==> config.mk <==
export PLATFORM = sky130hd
export DESIGN_NAME = pipe_stage_reg
export DESIGN_NICKNAME = d
export VERILOG_FILES = /design/src/rtl/pipe_stage_reg.sv
export SDC_FILE = /design/constraint.sdc
export NUM_CORES = 1
export LEC_CHECK = 0
export ABC_CLOCK_PERIOD_IN_PS = 2500
export CAP_MARGIN = 10
export CORE_UTILIZATION = 50
export CTS_CLUSTER_DIAMETER = 30
export DETAILED_ROUTE_END_ITERATION = 12
export GPL_TIMING_DRIVEN = 0
export PLACE_DENSITY = 0.87
export SLEW_MARGIN = 20
export SYNTH_ARGS = -nofsm -noshare
export SYNTH_HDL_FRONTEND = slang
export SYNTH_SLANG_ARGS = --single-unit
==> constraint.sdc <==
create_clock -name clk_i -period 2.5 [get_ports clk_i]
set_input_delay 0.375 -clock clk_i [delete_from_list [all_inputs] [get_ports clk_i]]
set_output_delay 0.375 -clock clk_i [all_outputs]
set_load 0.01 [all_outputs]
==> src/rtl/pipe_stage_reg.sv <==
// Handshaked pipeline stage register with valid tracking, stall, flush and
// an optional two-entry skid buffer. The payload is opaque to this block.
module pipe_stage_reg #(
  parameter int DATA_W       = 75,
  parameter int SKID         = 1,
  parameter int CLR_ON_FLUSH = 0,
  parameter int CNT_W        = 16
) (
  input  logic              clk_i,
  input  logic              rst_i,
  input  logic              flush_i,
  input  logic              in_valid_i,
  output logic              in_ready_o,
  input  logic [DATA_W-1:0] in_data_i,
  output logic              out_valid_o,
  input  logic              out_ready_i,
  output logic [DATA_W-1:0] out_data_o,
  output logic [CNT_W-1:0]  stall_cnt_o,
  output logic [1:0]        occ_o
);

  localparam logic [CNT_W-1:0] CNT_MAX = {CNT_W{1'b1}};

  // Main entry drives the output; skid entry catches the one payload that
  // arrives while main is stalled (only used when SKID != 0).
  logic              main_valid_q, main_valid_d;
  logic [DATA_W-1:0] main_data_q,  main_data_d;
  logic              skid_valid_q, skid_valid_d;
  logic [DATA_W-1:0] skid_data_q,  skid_data_d;
  logic [CNT_W-1:0]  stall_cnt_q,  stall_cnt_d;
  logic [1:0]        occ_q,        occ_d;

  logic in_ready;
  logic in_xfer;
  logic out_xfer;

  // With a skid buffer the ready is purely a flop output, so the downstream
  // ready never reaches upstream combinationally. Without it, ready looks
  // through to the downstream handshake.
  generate
    if (SKID != 0) begin : g_skid_ready
      assign in_ready = !skid_valid_q;
    end else begin : g_comb_ready
      assign in_ready = !main_valid_q | out_ready_i;
    end
  endgenerate

  assign in_xfer  = in_valid_i & in_ready;
  assign out_xfer = main_valid_q & out_ready_i;

  // Next-state: drain, refill from skid or input, flush, stall counting.
  always_comb begin
    main_valid_d = main_valid_q;
    main_data_d  = main_data_q;
    skid_valid_d = skid_valid_q;
    skid_data_d  = skid_data_q;
    stall_cnt_d  = stall_cnt_q;

    // Drain the main entry; the skid entry (if any) takes its place so
    // FIFO order is kept.
    if (out_xfer) begin
      if (skid_valid_q) begin
        main_valid_d = 1'b1;
        main_data_d  = skid_data_q;
        skid_valid_d = 1'b0;
      end else begin
        main_valid_d = 1'b0;
      end
    end

    // Accept: main if it is empty or draining now, otherwise park in skid.
    // in_ready is low while skid is full, so skid is never overwritten.
    if (in_xfer) begin
      if (!main_valid_q || out_xfer) begin
        main_valid_d = 1'b1;
        main_data_d  = in_data_i;
      end else if (SKID != 0) begin
        skid_valid_d = 1'b1;
        skid_data_d  = in_data_i;
      end
    end

    // Flush kills everything held, including a same-cycle input. An output
    // transfer on this edge has already been seen downstream.
    if (flush_i) begin
      main_valid_d = 1'b0;
      skid_valid_d = 1'b0;
      if (CLR_ON_FLUSH != 0) begin
        main_data_d = '0;
        skid_data_d = '0;
      end
    end

    // Saturating count of stalled cycles; flush does not clear it.
    if (main_valid_q && !out_ready_i && (stall_cnt_q != CNT_MAX)) begin
      stall_cnt_d = stall_cnt_q + CNT_W'(1);
    end

    occ_d = {1'b0, main_valid_d} + {1'b0, skid_valid_d};
  end

  // State registers; reset wins over flush and any transfer.
  always_ff @(posedge clk_i) begin
    if (rst_i) begin
      main_valid_q <= 1'b0;
      main_data_q  <= '0;
      skid_valid_q <= 1'b0;
      skid_data_q  <= '0;
      stall_cnt_q  <= '0;
      occ_q        <= 2'd0;
    end else begin
      main_valid_q <= main_valid_d;
      main_data_q  <= main_data_d;
      skid_valid_q <= skid_valid_d;
      skid_data_q  <= skid_data_d;
      stall_cnt_q  <= stall_cnt_d;
      occ_q        <= occ_d;
    end
  end

  assign in_ready_o  = in_ready;
  assign out_valid_o = main_valid_q;
  assign out_data_o  = main_data_q;
  assign stall_cnt_o = stall_cnt_q;
  assign occ_o       = occ_q;

endmodule

==> impl_metrics.toml, run 1 <==
[status]
status = "complete, no violations"

[floorplan]
ios = 175
die_h_um = 118
fp.dieW_um = 118
die-area_mm2 = 0.0140
initial_core_util_pct = 51.1
rows = 42
core_mm2 = 0.0132

[worst_setup_path]
cp-start-kind = "input pin"
r2r_start = "stall_cnt_o[0]"
r2r-end = "stall_cnt_o[1]"
critPathTopFamily = "buffers and inverters"
crit_start = "out_ready_i"
crit_buf_inv = 3
crit_path_end = "out_data_o[23]"
slowest_delay_ns = 0.47
slowest_stage = "clkdlybuf4s50_1"
cp.arrival_ns = 2.32
crit_fanout = 10
critPathKind = "in -> reg"
end_kind = "flop"
rrSetupSlack_ns = 0.56
required_ns = 2.83
crit_chain = "clkdlybuf4s50_1 -> nand2b_1 -> nand2_1 -> buf_2 -> clkbuf_1 -> nor2_1 -> a211oi_1"
ff2ff_path_depth = 6
cp.depth = 7

[yosys]
synth.avg_cell_area_um2 = 8.79
synthXorXnorAreaFrac_pct = 0.259
synth_area_leaders = "dfxtp_1 50%, mux2i_1 11%, nand2_1 8.8%"
ys_seq_area_share_pct = 50.3
yosysMostFrequentCell = "dfxtp_1"
synth_top_family_by_area = "simple AND/OR/NAND/NOR gates"
synth-seq-cells = 170
synthAdderAreaFrac_pct = 0.370
syn_area_mm2 = 0.00677
yosysTopAreaCell = "dfxtp_1"
synth_compound_area_share_pct = 16.8
synth_edf_count = 0
synth-simple-area-share_pct = 17.1
postSynthCellCount = 770
syn_nets = 852
yosysUniqueCellTypes = 31
async_flop_share_pct = 0
yosys_warnings = 0
yosys_most_used_dff = "dfxtp_1"
netlist.area_leader.share_pct = 50.3
synth_common_cells = "170 x dfxtp_1, 158 x nand2_1, 90 x a21oi_1"
synthMuxAreaShare_pct = 11.2

[timing]
finalSetupViolations = 0
rsz0062_at_grt = "no"
relSlewSlack_pct = 51.7
fin_crit_sh_pct = 79.8
fin_crit_ns = 2.00
slew_viol_final = 0
hold_viol_final = 0
finalClockSkew_ns = 0.00546
worstMarginPinSlew_ns = 0.717
fin_tns_setup_ns = 0
fmax_mhz = 501

[final_layout]
nets = 1044
multi_input_area_mm2 = 0.00310
fillers = 1035
drive_above_1_share_pct = 5.34
design_area_mm2 = 0.00927
final_cells = 1149
utilization_pct = 70.0
diodes = 0
area_growth_pct = 36.8
regArea_mm2 = 0.00340

[grt]
grt-ovfl-total = 0
grt_max_degree = 17
track_usage_pct = 26.0
grt_pass1_wl_um = 28900
grt_pass1_vias = 5809
antenna_found_initial = 0

[route]
drt_iter0_markers = 416
detail-route-antenna-nets = 0
num_vias = 6253
avgViaCountPerCell = 5.44
drc = 0
drt_first_pass_iters = 6
detail_route.wl_per_cell_um = 15.8
wirelength_um = 18100

[power]
p_leak_uw = 0.00373
powerDensity_mw_per_mm2 = 655
vdd_drop_max_mv = 0.448
power_uw = 6060

[placed_design]
dpl.cell_count = 1119
placed_area_mm2 = 0.00872
io_buffer_count = 173
place_hpwl_um = 12700
gp_congestion = 0.858

[min_path]
worstHoldPathType = "reg -> reg"

[cts]
postCtsSetupBuffers = 0
h-tree-depth = 4
clockRootBuffer = "clkbuf_16"
cts_hold_buf = 0
cts_resized = 0
clock_latency_ns = 0.42
cts.path.max_buffers = 2
cts_buffers = 17
cts_tree = "done"
clock-sinks = 170
clkTransAtPathRegs_ns = 0.06

[job]
drv_cap = 0
## final cells by class
class                   count  share of cell area [%]
clock inverters             9                    1.09
flip-flops and latches    170                    36.7
plain buffers              60                    2.78
clock buffers              21                    4.75
inverters                   3                   0.122
well taps                 176                    2.38
repair buffers            173                    18.7
multi-input cells         537                    33.5
## routing by layer
layer	part of all wire, %	global-route usage, %	routed length, µm
met1	43	32.5	7800
met5	0	0	0
met4	3.0	11.0	542
met2	46	41.3	8400
met3	7.7	8.35	1400
## flip-flops by register name, summed over array words and instances, names as in the netlist
register      cells
occ_o             2
out_data_o       75
out_valid_o       1
skid_data_q      75
skid_valid_q      1
stall_cnt_o      16
## report_power, final
group | switching [µW] | internal, µW | leakage (µW)
clock | 1010 | 1450 | 0.000266
sequential | 65.3 | 2820 | 0.00139
combinational | 335 | 379 | 0.00207
total | 1410 | 4650 | 0.00373
## per-stage QoR
step	hold WS, ns	worst slack, ns
after CTS	0.455	0.521
after global routing	0.465	0.354
after floorplan	0.436	0.768
after global placement	0.441	0.132
after detailed placement	0.447	0.0870
final	0.452	0.504
## placed cells by master (no fill, tap or decap), types with 7 or more instances in the layout
cell type / instances
clkdlybuf4s50_1: 173
dfxtp_1: 170
nand2_1: 158
a21oi_1: 90
nor2_1: 80
a211oi_1: 76
mux2i_1: 76
clkbuf_1: 36
buf_2: 20
clkbuf_16: 17
o21ai_0: 8
or3_1: 8
buf_1: 7
## tightest hold or removal path: stages, from the launching register on
cell and delay [ns]:
dfxtp_1 0.30, nand2_1 0.05, a21oi_1 0.05
## worst min-delay path by stage
stage | startpoint | slack, ns | cells after the start | endpoint
CTS | skid_data_q[2] | 0.45 | 2 | skid_data_q[2]
global route | skid_data_q[3] | 0.47 | 2 | skid_data_q[3]
global placement | skid_data_q[32] | 0.44 | 2 | skid_data_q[32]
floorplan | skid_data_q[0] | 0.44 | 2 | skid_data_q[0]
detailed placement | skid_data_q[9] | 0.45 | 2 | skid_data_q[9]
finish | skid_data_q[2] | 0.45 | 2 | skid_data_q[2]
## cell families (layout without fill, tap and decap cells)
family / Yosys count / after routing
AOI/OAI and AO/OA: 182 / 182
DFF: 170 / 170
adders and majority gates: 2 / 2
buffers and inverters: 63 / 266
and+or+nand+nor: 275 / 275
muxes: 76 / 76
xor gates and xnor gates: 2 / 2
Note: power is estimated with default switching activity, not from simulation.
==> run 2, diff against run 1 <==
--- a/config.mk
+++ b/config.mk
@@ -5,13 +5,13 @@
 export SDC_FILE = /design/constraint.sdc
 export NUM_CORES = 1
 export LEC_CHECK = 0
-export ABC_CLOCK_PERIOD_IN_PS = 2500
+export ABC_CLOCK_PERIOD_IN_PS = 1900
 export CAP_MARGIN = 10
-export CORE_UTILIZATION = 50
+export CORE_UTILIZATION = 49
 export CTS_CLUSTER_DIAMETER = 30
 export DETAILED_ROUTE_END_ITERATION = 12
 export GPL_TIMING_DRIVEN = 0
-export PLACE_DENSITY = 0.87
+export PLACE_DENSITY = 0.85
 export SLEW_MARGIN = 20
 export SYNTH_ARGS = -nofsm -noshare
 export SYNTH_HDL_FRONTEND = slang
==> constraint.sdc (replaced) <==
create_clock -name clk_i -period 1.9 [get_ports clk_i]
set_input_delay 0.285 -clock clk_i [delete_from_list [all_inputs] [get_ports clk_i]]
set_output_delay 0.285 -clock clk_i [all_outputs]
set_load 0.01 [all_outputs]
==> impl_metrics.toml, run 2 (synthesized netlist as in run 1, its figures left out) <==
[worst_setup_path]
end_kind = "primary output"
crit_buf_inv = 1
r2r-end = "stall_cnt_o[14]"
critPathTopFamily = "buffers and inverters"
required_ns = 1.62
rrSetupSlack_ns = 0.11
crit_fanout = 6
r2r_start = "stall_cnt_o[0]"
ff2ff_path_depth = 5
slowest_delay_ns = 0.60
crit_chain = "clkdlybuf4s50_1"
cp-start-kind = "flop"
critPathKind = "reg -> out"
slowest_stage = "clkdlybuf4s50_1"
cp.arrival_ns = 1.51

[cts]
h-tree-depth = 4
cts.path.max_buffers = 2
clock_latency_ns = 0.42
cts_buffers = 17
cts_hold_buf = 0
clock-sinks = 170
clkTransAtPathRegs_ns = 0.06
cts_tree = "done"
clockRootBuffer = "clkbuf_16"

[route]
num_vias = 6320
drc = 0
drt_first_pass_iters = 7
detail_route.wl_per_cell_um = 16.3
wirelength_um = 18800
drt_iter0_markers = 462
detail-route-antenna-nets = 0
avgViaCountPerCell = 5.49

[floorplan]
die-area_mm2 = 0.0143
ios = 175
die_h_um = 120
initial_core_util_pct = 50.7
core_mm2 = 0.0133
rows = 42
fp.dieW_um = 120

[grt]
grt_pass1_wl_um = 30000
grt-ovfl-total = 0
track_usage_pct = 26.6
grt_pass1_vias = 6043
antenna_found_initial = 0
grt_max_degree = 17

[power]
seqPwrFrac_pct = 46.6
p_sw_uw = 1910
clockPowerShare_pct = 41.7
power_uw = 8160
combPwrFrac_pct = 11.7
p_leak_uw = 0.00377
p_int_uw = 6250
powerDensity_mw_per_mm2 = 874
switching_share_pct = 23.4
vdd_drop_max_mv = 0.577

[final_layout]
final_cells = 1152
drive_above_1_share_pct = 6.76
area_growth_pct = 37.9
layout_common_cells = "173 x clkdlybuf4s50_1, 170 x dfxtp_1, 158 x nand2_1"
diodes = 0
fillers = 1078
final_common_cell = "clkdlybuf4s50_1"
nets = 1045

[timing]
whs_ns = 0.445
layout_setup_ws_ns = 0.108
finalClockSkew_ns = 0.00573
fin_tns_setup_ns = 0
finalSetupViolations = 0
relSlewSlack_pct = 56.9
slew_viol_final = 0
hold_viol_final = 0
fin_crit_sh_pct = 94.3
fmax_mhz = 558
fin_crit_ns = 1.79
worstMarginPinSlew_ns = 0.647

[min_path]
hold_end = "skid_data_q[16]"
whs_path_depth = 3
holdCritStartpoint = "in_data_i[16]"
worstHoldPathType = "in -> reg"

[placed_design]
gp_congestion = 0.814
place_hpwl_um = 12800
io_buffer_count = 173
place_ws_ns = -0.450
dpl.cell_count = 1119

[status]
status = "complete, no violations"

[job]
drv_cap = 0
run 2: power groups by stage:
stage | clock, µW | sequential (µW) | combinational, µW
after floorplan | 0 | 3920 | 327
after global placement | 0 | 3880 | 920
after detailed placement | 0 | 3880 | 938
after CTS | 3430 | 3810 | 949
after global routing | 3590 | 3820 | 1030
final | 3410 | 3810 | 952
run 2: through the flow:
stage                     area (µm²)  util [%]
after floorplan                 6770         -
final                           9340      70.0
after global routing            9340      70.0
after CTS                       9310      69.8
after detailed placement        8720      65.4
after global placement          8720      65.4
run 2: repair_timing:
action,4_1_cts,5_1_grt
resized for setup,2,16
setup endpoints to repair,6,101
setup buffers,1,0
run 2: final cells by class:
class / instances / area (µm²) / area share, %
Tap cell: 176 / 220 / 2.36
Inverter: 3 / 11.3 / 0.121
Clock inverter: 7 / 90.1 / 0.965
Sequential cell: 170 / 3400 / 36.4
Clock buffer: 25 / 485 / 5.20
Multi-Input combinational cell: 537 / 3120 / 33.4
Timing Repair Buffer: 174 / 1740 / 18.6
Buffer: 60 / 272 / 2.91
run 2: worst max path at each step:
stage | cells past startpoint | start | end | slack [ns]
after global placement | 7 | out_ready_i | out_data_o[27] | -0.41
after global routing | 5 | out_valid_o | out_data_o[54] | -0.0006
final | 1 | stall_cnt_o[8] | stall_cnt_o[8] | 0.11
after detailed placement | 7 | out_ready_i | out_data_o[29] | -0.45
after floorplan | 6 | stall_cnt_o[0] | stall_cnt_o[1] | 0.17
after CTS | 6 | out_valid_o | out_data_o[15] | 0.0007
run 2: per-layer routing:
metal	track usage (%)	share of wire (%)
met4	11.1	2.0
met3	6.37	7.4
met1	34.0	43
met2	42.9	48
met5	0	0
==> run 3, diff against run 2 <==
--- a/config.mk
+++ b/config.mk
@@ -10,7 +10,6 @@
 export CORE_UTILIZATION = 49
 export CTS_CLUSTER_DIAMETER = 30
 export DETAILED_ROUTE_END_ITERATION = 12
-export GPL_TIMING_DRIVEN = 0
 export PLACE_DENSITY = 0.85
 export SLEW_MARGIN = 20
 export SYNTH_ARGS = -nofsm -noshare
==> impl_metrics.toml, run 3 (synthesized netlist as in run 1, its figures left out) <==
[placed_design]
gp_congestion = 0.811
dpl.cell_count = 1099
place_hpwl_um = 10700
io_buffer_count = 174
placed_area_mm2 = 0.00895

[timing]
finalClockSkew_ns = 0.0140
relSlewSlack_pct = 71.0
fmax_mhz = 550
fin_crit_ns = 1.82
finalSetupViolations = 0
rsz0062_at_grt = "no"
slew_viol_final = 0
worstMarginPinSlew_ns = 0.434
fin_crit_sh_pct = 95.7
hold_viol_final = 0

[final_layout]
design_area_mm2 = 0.00952
regArea_mm2 = 0.00340
final_cells = 1133
final_common_cell = "clkdlybuf4s50_1"
diodes = 0
nets = 1026
fillers = 1006
drive_above_1_share_pct = 8.36
area_growth_pct = 40.5
multi_input_area_mm2 = 0.00313
layout_common_cells = "173 x clkdlybuf4s50_1, 170 x dfxtp_1, 156 x nand2_1"

[route]
avgViaCountPerCell = 5.39
wirelength_um = 16600
detail_route.wl_per_cell_um = 14.6
drt_iter0_markers = 408
detail-route-antenna-nets = 0
drc = 0
drt_first_pass_iters = 7
num_vias = 6104

[cts]
cts_buffers = 17
cts_resized = 0
cts_hold_buf = 0
cts_tree = "done"
clockRootBuffer = "clkbuf_16"
h-tree-depth = 4
clock_latency_ns = 0.43
cts.path.max_buffers = 2
clock-sinks = 170
clkTransAtPathRegs_ns = 0.06

[power]
p_leak_uw = 0.00388
powerDensity_mw_per_mm2 = 835
vdd_drop_max_mv = 0.586

[status]
status = "complete, no violations"

[grt]
grt-ovfl-total = 0
grt_pass1_vias = 5727
antenna_found_initial = 0
track_usage_pct = 23.8
grt_pass1_wl_um = 27300
grt_max_degree = 68

[floorplan]
initial_core_util_pct = 50.7
core_mm2 = 0.0133
ios = 175
rows = 42
die-area_mm2 = 0.0143
die_h_um = 120
fp.dieW_um = 120

[worst_setup_path]
crit_fanout = 4
ff2ff_path_depth = 6
crit_buf_inv = 2
slowest_stage = "clkdlybuf4s50_1"
cp.arrival_ns = 1.53
cp.depth = 2
critPathKind = "reg -> out"
crit_chain = "buf_4 -> clkdlybuf4s50_1"
end_kind = "primary output"
cp-start-kind = "flop"
critPathTopFamily = "buffers and inverters"
slowest_delay_ns = 0.55
required_ns = 1.62

[min_path]
whs_path_depth = 2
worstHoldPathType = "in -> reg"

[job]
drv_cap = 0
[run 3: area by class of cell]
class | instances | share of cell area, %
Tap cell | 176 | 2.31
Clock inverter | 8 | 0.657
Sequential cell | 170 | 35.8
Multi-Input combinational cell | 537 | 32.9
Clock buffer | 24 | 5.17
Timing Repair Buffer | 215 | 23.1
Inverter | 3 | 0.118
[run 3: worst paths after layout]
check	startpoint	endpoint	slack, ns
setup / recovery	out_valid_o	out_valid_o	0.08
setup reg to reg	stall_cnt_o[0]	stall_cnt_o[2]	0.12
hold / removal	rst_i	skid_data_q[55]	0.26
hold reg to reg	skid_data_q[38]	skid_data_q[38]	0.45
[run 3: metal layers]
layer	wire, µm	global-route usage [%]
met1	7110	29.8
met2	8020	38.7
met3	1120	6.61
met4	323	9.14
met5	0	0
[run 3: power breakdown]
group | internal [µW] | switching, µW | leakage (µW)
clock network | 1820 | 1390 | 0.000263
logic | 519 | 417 | 0.00222
registers | 3720 | 80.5 | 0.00139
[run 3: stage by stage]
stage               util, %  setup WS (ns)  total power (µW)  hold WS, ns  TNS (ns)
floorplan                 -          0.168              4250        0.421         0
global placement       67.0        0.00535              4780        0.441         0
detailed placement     67.0        -0.0317              4810        0.446   -0.0526
CTS                    71.2         0.0637              8000        0.236         0
global route           71.3         0.0141              8240        0.247         0
finish                 71.3         0.0822              7940        0.257         0
[run 3: timing repair]
item	CTS	global route
pin swaps	1	1
hold endpoints to repair	0	0
endpoints found under the setup margin	1	2
buffers inserted	0	2
